--- config.mk ---
export PLATFORM = sky130hd
export DESIGN_NAME = l1_cache_control_flat
export DESIGN_NICKNAME = d
export VERILOG_FILES = /design/src/rtl/l1_cache_control_pkg.sv /design/src/rtl/l1_cache_control_if.sv /design/src/rtl/l1_cache_control_sat_counter.sv /design/src/rtl/l1_cache_control.sv /design/src/flat_wrapper.sv
export SDC_FILE = /design/constraint.sdc
export NUM_CORES = 1
export LEC_CHECK = 0
export CAP_MARGIN = 10
export CORE_MARGIN = 2
export CORE_UTILIZATION = 45
export CTS_CLUSTER_SIZE = 40
export DETAILED_ROUTE_END_ITERATION = 8
export HOLD_SLACK_MARGIN = 0.03
export PLACE_DENSITY_LB_ADDON = 0.1
export SLEW_MARGIN = 20
export SYNTH_ARGS = -nofsm -noshare
export SYNTH_HDL_FRONTEND = slang
export SYNTH_SLANG_ARGS = --single-unit
export TNS_END_PERCENT = 10
--- constraint.sdc ---
create_clock -name clk -period 2.7 [get_ports clk]
set_input_delay 0.27 -clock clk [delete_from_list [all_inputs] [get_ports clk]]
set_output_delay 0.27 -clock clk [all_outputs]
set_load 0.05 [all_outputs]
--- src/rtl/l1_cache_control_pkg.sv ---
// Shared types and select-encoding constants for the L1 data cache controller.
package l1_cache_control_pkg;

   typedef enum logic [1:0] {
      S_IDLE    = 2'd0,
      S_COMPARE = 2'd1,
      S_WB      = 2'd2,
      S_ALLOC   = 2'd3
   } lc3b_cache_state_t;

   localparam logic DSEL_MERGE   = 1'b0;
   localparam logic DSEL_PMEM    = 1'b1;
   localparam logic PADDR_CPU    = 1'b0;
   localparam logic PADDR_VICTIM = 1'b1;

endpackage

--- src/rtl/l1_cache_control_if.sv ---
// Signal bundle between the cache controller, the CPU/pmem ports and the cache datapath.
// The controller connects through the slave modport; the environment uses master.
interface l1_cache_control_if #(parameter int CNT_W = 16);
   logic             mem_read;
   logic             mem_write;
   logic [1:0]       mem_byte_enable;
   logic             hit0;
   logic             hit1;
   logic             lru;
   logic             victim_valid;
   logic             victim_dirty;
   logic             pmem_resp;
   logic             mem_resp;
   logic             pmem_read;
   logic             pmem_write;
   logic             pmem_addr_sel;
   logic             way_sel;
   logic             data_in_sel;
   logic             load_data;
   logic             load_tag;
   logic             set_valid;
   logic             set_dirty;
   logic             clr_dirty;
   logic             load_lru;
   logic             lru_in;
   logic [CNT_W-1:0] hit_cnt;
   logic [CNT_W-1:0] miss_cnt;
   logic [CNT_W-1:0] wb_cnt;

   modport slave (
      input  mem_read, mem_write, mem_byte_enable, hit0, hit1, lru,
             victim_valid, victim_dirty, pmem_resp,
      output mem_resp, pmem_read, pmem_write, pmem_addr_sel, way_sel,
             data_in_sel, load_data, load_tag, set_valid, set_dirty,
             clr_dirty, load_lru, lru_in, hit_cnt, miss_cnt, wb_cnt
   );

   modport master (
      output mem_read, mem_write, mem_byte_enable, hit0, hit1, lru,
             victim_valid, victim_dirty, pmem_resp,
      input  mem_resp, pmem_read, pmem_write, pmem_addr_sel, way_sel,
             data_in_sel, load_data, load_tag, set_valid, set_dirty,
             clr_dirty, load_lru, lru_in, hit_cnt, miss_cnt, wb_cnt
   );
endinterface

--- src/rtl/l1_cache_control_sat_counter.sv ---
// Event counter that sticks at all-ones instead of wrapping.
module sat_counter #(
   parameter int W = 16
) (
   input  logic         clk,
   input  logic         reset_n,
   input  logic         inc,
   output logic [W-1:0] count
);

   // Count register with saturation at the maximum value
   always_ff @(posedge clk or negedge reset_n) begin
      if (!reset_n) begin
         count <= '0;
      end else if (inc && (count != {W{1'b1}})) begin
         count <= count + {{(W-1){1'b0}}, 1'b1};
      end else begin
         count <= count;
      end
   end

endmodule

--- src/rtl/l1_cache_control.sv ---
// Control FSM for the 2-way set-associative L1 data cache: hit check, write merge,
// dirty-victim writeback and line allocation, plus hit/miss/writeback counters.
module l1_cache_control
   import l1_cache_control_pkg::*;
#(
   parameter int CNT_W = 16
) (
   input logic               clk,
   input logic               reset_n,
   l1_cache_control_if.slave bus
);

   lc3b_cache_state_t state_r;
   lc3b_cache_state_t next_state_s;
   logic              recheck_r;
   logic              req_s;
   logic              hit_s;
   logic              hit_inc_s;
   logic              miss_inc_s;
   logic              wb_inc_s;

   assign req_s = bus.mem_read | bus.mem_write;
   assign hit_s = bus.hit0 | bus.hit1;

   // State register
   always_ff @(posedge clk or negedge reset_n) begin
      if (!reset_n) begin
         state_r <= S_IDLE;
      end else begin
         state_r <= next_state_s;
      end
   end

   // Marks the compare visit that follows an allocation so it is not counted again
   always_ff @(posedge clk or negedge reset_n) begin
      if (!reset_n) begin
         recheck_r <= 1'b0;
      end else if (state_r == S_ALLOC) begin
         recheck_r <= 1'b1;
      end else if (state_r == S_COMPARE) begin
         recheck_r <= 1'b0;
      end else begin
         recheck_r <= recheck_r;
      end
   end

   // Next-state and datapath control decode
   always_comb begin
      next_state_s      = state_r;
      bus.mem_resp      = 1'b0;
      bus.pmem_read     = 1'b0;
      bus.pmem_write    = 1'b0;
      bus.pmem_addr_sel = PADDR_CPU;
      bus.way_sel       = 1'b0;
      bus.data_in_sel   = DSEL_MERGE;
      bus.load_data     = 1'b0;
      bus.load_tag      = 1'b0;
      bus.set_valid     = 1'b0;
      bus.set_dirty     = 1'b0;
      bus.clr_dirty     = 1'b0;
      bus.load_lru      = 1'b0;
      bus.lru_in        = 1'b0;
      hit_inc_s         = 1'b0;
      miss_inc_s        = 1'b0;
      wb_inc_s          = 1'b0;
      case (state_r)
         S_IDLE: begin
            if (req_s) begin
               next_state_s = S_COMPARE;
            end else begin
               next_state_s = S_IDLE;
            end
         end
         S_COMPARE: begin
            if (!req_s) begin
               next_state_s = S_IDLE;
            end else if (hit_s) begin
               bus.mem_resp = 1'b1;
               bus.way_sel  = bus.hit1;
               bus.load_lru = 1'b1;
               bus.lru_in   = ~bus.hit1;
               // Write wins when both strobes are up
               if (bus.mem_write) begin
                  bus.load_data   = 1'b1;
                  bus.data_in_sel = DSEL_MERGE;
                  bus.set_dirty   = 1'b1;
               end else begin
                  bus.load_data   = 1'b0;
               end
               hit_inc_s    = ~recheck_r;
               next_state_s = S_IDLE;
            end else begin
               miss_inc_s = ~recheck_r;
               if (bus.victim_valid && bus.victim_dirty) begin
                  next_state_s = S_WB;
               end else begin
                  next_state_s = S_ALLOC;
               end
            end
         end
         S_WB: begin
            bus.pmem_write    = 1'b1;
            bus.pmem_addr_sel = PADDR_VICTIM;
            bus.way_sel       = bus.lru;
            if (bus.pmem_resp) begin
               wb_inc_s     = 1'b1;
               next_state_s = S_ALLOC;
            end else begin
               next_state_s = S_WB;
            end
         end
         S_ALLOC: begin
            bus.pmem_read     = 1'b1;
            bus.pmem_addr_sel = PADDR_CPU;
            bus.way_sel       = bus.lru;
            if (bus.pmem_resp) begin
               bus.load_data   = 1'b1;
               bus.data_in_sel = DSEL_PMEM;
               bus.load_tag    = 1'b1;
               bus.set_valid   = 1'b1;
               bus.clr_dirty   = 1'b1;
               next_state_s    = S_COMPARE;
            end else begin
               next_state_s    = S_ALLOC;
            end
         end
         default: begin
            next_state_s = S_IDLE;
         end
      endcase
   end

   sat_counter #(.W(CNT_W)) u_hit_cnt (
      .clk     (clk),
      .reset_n (reset_n),
      .inc     (hit_inc_s),
      .count   (bus.hit_cnt)
   );

   sat_counter #(.W(CNT_W)) u_miss_cnt (
      .clk     (clk),
      .reset_n (reset_n),
      .inc     (miss_inc_s),
      .count   (bus.miss_cnt)
   );

   sat_counter #(.W(CNT_W)) u_wb_cnt (
      .clk     (clk),
      .reset_n (reset_n),
      .inc     (wb_inc_s),
      .count   (bus.wb_cnt)
   );

endmodule

--- src/flat_wrapper.sv ---
// flat-port wrapper written by rule: the top's interface ports become plain ports
module l1_cache_control_flat import l1_cache_control_pkg::*;
#(
   parameter int CNT_W = 16
)
  (clk, reset_n, bus_mem_read, bus_mem_write, bus_mem_byte_enable, bus_hit0, bus_hit1, bus_lru, bus_victim_valid, bus_victim_dirty, bus_pmem_resp, bus_mem_resp, bus_pmem_read, bus_pmem_write, bus_pmem_addr_sel, bus_way_sel, bus_data_in_sel, bus_load_data, bus_load_tag, bus_set_valid, bus_set_dirty, bus_clr_dirty, bus_load_lru, bus_lru_in, bus_hit_cnt, bus_miss_cnt, bus_wb_cnt);
  l1_cache_control_if #(.CNT_W(CNT_W)) bus_i ();
  input logic clk;
  input logic reset_n;
  input wire logic [$bits(bus_i.mem_read)-1:0] bus_mem_read;
  input wire logic [$bits(bus_i.mem_write)-1:0] bus_mem_write;
  input wire logic [$bits(bus_i.mem_byte_enable)-1:0] bus_mem_byte_enable;
  input wire logic [$bits(bus_i.hit0)-1:0] bus_hit0;
  input wire logic [$bits(bus_i.hit1)-1:0] bus_hit1;
  input wire logic [$bits(bus_i.lru)-1:0] bus_lru;
  input wire logic [$bits(bus_i.victim_valid)-1:0] bus_victim_valid;
  input wire logic [$bits(bus_i.victim_dirty)-1:0] bus_victim_dirty;
  input wire logic [$bits(bus_i.pmem_resp)-1:0] bus_pmem_resp;
  output wire logic [$bits(bus_i.mem_resp)-1:0] bus_mem_resp;
  output wire logic [$bits(bus_i.pmem_read)-1:0] bus_pmem_read;
  output wire logic [$bits(bus_i.pmem_write)-1:0] bus_pmem_write;
  output wire logic [$bits(bus_i.pmem_addr_sel)-1:0] bus_pmem_addr_sel;
  output wire logic [$bits(bus_i.way_sel)-1:0] bus_way_sel;
  output wire logic [$bits(bus_i.data_in_sel)-1:0] bus_data_in_sel;
  output wire logic [$bits(bus_i.load_data)-1:0] bus_load_data;
  output wire logic [$bits(bus_i.load_tag)-1:0] bus_load_tag;
  output wire logic [$bits(bus_i.set_valid)-1:0] bus_set_valid;
  output wire logic [$bits(bus_i.set_dirty)-1:0] bus_set_dirty;
  output wire logic [$bits(bus_i.clr_dirty)-1:0] bus_clr_dirty;
  output wire logic [$bits(bus_i.load_lru)-1:0] bus_load_lru;
  output wire logic [$bits(bus_i.lru_in)-1:0] bus_lru_in;
  output wire logic [$bits(bus_i.hit_cnt)-1:0] bus_hit_cnt;
  output wire logic [$bits(bus_i.miss_cnt)-1:0] bus_miss_cnt;
  output wire logic [$bits(bus_i.wb_cnt)-1:0] bus_wb_cnt;
  assign bus_i.mem_read = bus_mem_read;
  assign bus_i.mem_write = bus_mem_write;
  assign bus_i.mem_byte_enable = bus_mem_byte_enable;
  assign bus_i.hit0 = bus_hit0;
  assign bus_i.hit1 = bus_hit1;
  assign bus_i.lru = bus_lru;
  assign bus_i.victim_valid = bus_victim_valid;
  assign bus_i.victim_dirty = bus_victim_dirty;
  assign bus_i.pmem_resp = bus_pmem_resp;
  assign bus_mem_resp = bus_i.mem_resp;
  assign bus_pmem_read = bus_i.pmem_read;
  assign bus_pmem_write = bus_i.pmem_write;
  assign bus_pmem_addr_sel = bus_i.pmem_addr_sel;
  assign bus_way_sel = bus_i.way_sel;
  assign bus_data_in_sel = bus_i.data_in_sel;
  assign bus_load_data = bus_i.load_data;
  assign bus_load_tag = bus_i.load_tag;
  assign bus_set_valid = bus_i.set_valid;
  assign bus_set_dirty = bus_i.set_dirty;
  assign bus_clr_dirty = bus_i.clr_dirty;
  assign bus_load_lru = bus_i.load_lru;
  assign bus_lru_in = bus_i.lru_in;
  assign bus_hit_cnt = bus_i.hit_cnt;
  assign bus_miss_cnt = bus_i.miss_cnt;
  assign bus_wb_cnt = bus_i.wb_cnt;
  l1_cache_control #(.CNT_W(CNT_W)) u_core (.clk(clk), .reset_n(reset_n), .bus(bus_i));
endmodule
==> flow_metrics.py <==
metrics = {
    "sta": {
        "rsz0062_at_grt": "no",
        "tightestPinTransition_ps": 531.0,
        "slew_headroom_pct": 64.36,
        "max_freq_mhz": 457.4,
        "drv_slew": 0,
        "holdWs_ps": 433.7,
        "post-route-period-util_pct": 80.98,
        "hold_viol_final": 0,
        "clock-skew-final_ps": 6.462,
        "tns_ps": 0,
        "period_minus_slack_ps": 2186,
        "setup_viol": 0,
    },
    "global_routing": {
        "grt_pass1_wl_mm": 8.776,
        "grt_remaining_overflow": 0,
        "grtUsageTotal_pct": 17.89,
        "grt_antenna_before_repair": 0,
        "grt_pass1_vias": 1850,
        "grt_start_max_net_pins": 34,
    },
    "layout": {
        "diodes": 0,
        "nets": 330,
        "finish.utilization_pct": 61.33,
        "stdcell_area_sq_um": 3336,
        "drive_above_1_share_pct": 8.544,
        "syn2layout_area_growth_pct": 33.03,
    },
    "setup_path": {
        "worstSetupStartpoint": "u_core.state_r[1]",
        "path_cells": "and3_1, clkdlybuf4s50_1",
        "rr_startpoint": "u_core.u_hit_cnt.count[0]",
        "critPathArrivalTime_ps": 1920,
        "cpPeakStageDelay_ps": 830,
        "crit_end": "bus_set_valid",
        "crit_family": "buffers and inverters",
        "path_buf_inv": 1,
        "critPathKind": "reg -> out",
        "start_kind": "flip-flop",
        "r2r_setup_slack_ps": 550,
        "reg2reg_to": "u_core.u_hit_cnt.count[1]",
        "end_kind": "primary output",
        "worst-endpoint-required_ps": 2430,
        "critical_path_depth": 2,
        "critPathSlowestCell": "clkdlybuf4s50_1",
        "worstRegToRegCells": 5,
        "cp_max_fo": 10,
    },
    "route": {
        "wl_met1_mm": 2.511,
        "vias_per_cell": 5.080,
        "wl_mm": 5.203,
        "met3WireLength_microns": 258,
        "drc": 0,
        "drtIter0Drc": 49,
        "firstDrtPassIters": 4,
        "drtAntennaViolNets": 0,
        "vias": 1971,
        "topRoutingLayerUsed": "met4",
        "post_drt_wl_per_cell_microns": 13.41,
        "wl_met2_mm": 2.386,
    },
    "pwr": {
        "peakVddDrop_uv": 649.2,
        "power.leakage_nw": 1.462,
        "p_total_mw": 2.821,
        "pwr_density_cell_nw_per_um2": 845.8,
    },
    "yosys": {
        "synth_edf_count": 0,
        "synth_seq_cells": 51,
        "syn-cell-area_sq_um": 2507,
        "synth_mux_area_share_pct": 1.796,
        "ys.flop_type": "dfrtp_1",
        "postSynth.asyncResetShare_pct": 100.0,
        "syn_area_per_cell_sq_um": 10.36,
        "seq_area_frac_synth_pct": 50.90,
        "synthAdderAreaFrac_pct": 1.497,
        "yosys.area_share.simple_pct": 24.65,
        "netlist_instances": 242,
        "synth_xor_area_share_pct": 14.67,
        "synth_fp_nets": 257,
        "yosysWarnings": 0,
        "synth-compound-area-share_pct": 3.343,
        "yosysUniqueCellTypes": 38,
        "synth_top_family_by_area": "simple AND/OR/NAND/NOR gates",
    },
    "hold_path": {
        "hp-class": "in -> async",
    },
    "clock_network": {
        "clockRootBuffer": "clkbuf_8",
        "cts_setup_buffers": 0,
        "clkSlewWorstSetupHoldPaths_ps": 90,
        "worstSkewPairLatency_ps": 300,
        "htreeDepth": 2,
        "clock-sinks": 51,
        "cts_tree": "yes",
        "cts.path.max_buffers": 2,
        "cts_made_buffers": 5,
    },
    "status": {
        "status": "finished clean",
    },
    "placed_design": {
        "hpwl_mm": 3.854,
        "port-buffer-count": 70,
        "placed_cell_area_sq_um": 3241,
        "place.gp.congestion": 0.7887,
    },
    "floorplan": {
        "design.die.area_sq_um": 6185,
        "die-width_microns": 78.65,
        "row_count": 27,
        "die_h_microns": 78.65,
        "fp.coreArea_sq_um": 5439,
        "io_pins": 73,
        "start_util_pct": 46.10,
    },
    "job": {
        "drv_cap": 0,
    },
}
[how the worst min path moves through the flow]
stage / from / to / slack [ps] / depth (start not counted)
floorplan: reset_n / u_core.recheck_r / -30 / 0
global placement: reset_n / u_core.u_wb_cnt.count[13] / 240 / 1
detailed placement: reset_n / u_core.u_wb_cnt.count[13] / 230 / 1
CTS: reset_n / u_core.u_wb_cnt.count[12] / 440 / 2
global route: reset_n / u_core.u_hit_cnt.count[11] / 470 / 2
finish: reset_n / u_core.u_wb_cnt.count[12] / 430 / 2
[cell usage in the layout (no fill, tap or decap), drive strengths merged]
master,count
a211oi,1
a21oi,3
a22o,2
a31oi,2
and2,1
and2b,1
and3,4
and3b,1
and4,4
buf,9
clkbuf,6
clkdlybuf4s50,63
clkinv,1
clkinvlp,1
dfrtp,51
dlygate4sd3,1
ha,3
inv,7
mux2,4
nand2,19
nand2b,2
nand3,18
nand4,11
nor2,23
nor2b,1
nor3,17
nor3b,3
nor4,4
o211ai,1
o21ai,1
o21ba,1
o22a,1
or2,2
or3,2
or3b,1
or4,2
xnor2,19
xor2,23
[repair_timing]
action / CTS / global route
hold buffers: 1 / 0
gates resized for setup: 0 / 0
hold endpoints to repair: 18 / 0
[stage by stage]
step	setup WS [ps]	instances
2_1_floorplan	150.3	242
3_3_place_gp	299.6	379
3_5_place_dp	273.0	379
4_1_cts	473.5	388
5_1_grt	389.2	388
6_report	513.7	388
[routing by layer]
layer  track usage [%]  up-vias
met5                 0        -
met4             5.439        0
met3             4.713        4
met2             27.09       47
met1             25.17      941
li1                  -      979
[sequential cells by signal, summed over array words and instances, names as in the netlist]
| signal | cells |
|---|---|
| u_core.state_r | 2 |
| u_core.u_miss_cnt.count | 16 |
| u_core.u_wb_cnt.count | 16 |
| u_core.u_hit_cnt.count | 16 |
| u_core.recheck_r | 1 |
[cell type report]
class / count / area (sq um)
clock buffer: 6 / 72.57
clock inverter: 2 / 12.51
fill: 458 / 2103
inverter: 7 / 26.28
multi-input combinational: 177 / 1152
sequential: 51 / 1276
tap: 72 / 90.09
timing repair buffer: 73 / 705.7
[worst register-to-register path: cells and delay by family (launching register included)]
| family | cells | cell delay [ps] |
|---|---|---|
| AO/OA/AOI/OAI | 1 | 470 |
| adder cells (fa/ha/maj) | 1 | 210 |
| flip-flops | 1 | 450 |
| multiplexers | 1 | 400 |
| AND/OR/NAND/NOR | 2 | 520 |
[synth_stat cells, drive strengths merged, types with 2 or more instances]
master / count / area, sq um
nor3b: 3 / 22.52
nand4: 11 / 68.82
inv: 7 / 26.28
mux2: 4 / 45.04
and3: 4 / 25.02
buf: 6 / 48.80
a31oi: 2 / 12.51
nor3: 17 / 90.09
a22o: 2 / 17.52
or4: 2 / 18.77
nand3: 18 / 90.09
and4: 4 / 35.03
a21oi: 3 / 15.01
or3: 2 / 12.51
xor2: 23 / 201.4
nor4: 4 / 25.02
or2: 2 / 12.51
nor2: 23 / 86.33
nand2b: 2 / 20.02
dfrtp: 51 / 1276
nand2: 19 / 71.32
ha: 3 / 37.54
xnor2: 19 / 166.4
[report_power, final]
group | switching, mW | internal (mW) | total (mW) | leakage (nW)
Clock | 0.244 | 0.182 | 0.426 | 0.0412
Sequential | 0.191 | 0.893 | 1.08 | 0.668
Combinational | 0.852 | 0.459 | 1.31 | 0.753
Total | 1.29 | 1.53 | 2.82 | 1.46
[logic make-up after synthesis]
| kind of cell | count (synthesis) |
|---|---|
| AOI/OAI and AO/OA | 12 |
| adders and majority gates | 3 |
| muxes | 4 |
| buffers and inverters | 14 |
| xor gates and xnor gates | 42 |
| and+or+nand+nor | 116 |
| DFF | 51 |
Note: power is estimated with default switching activity, not from simulation.
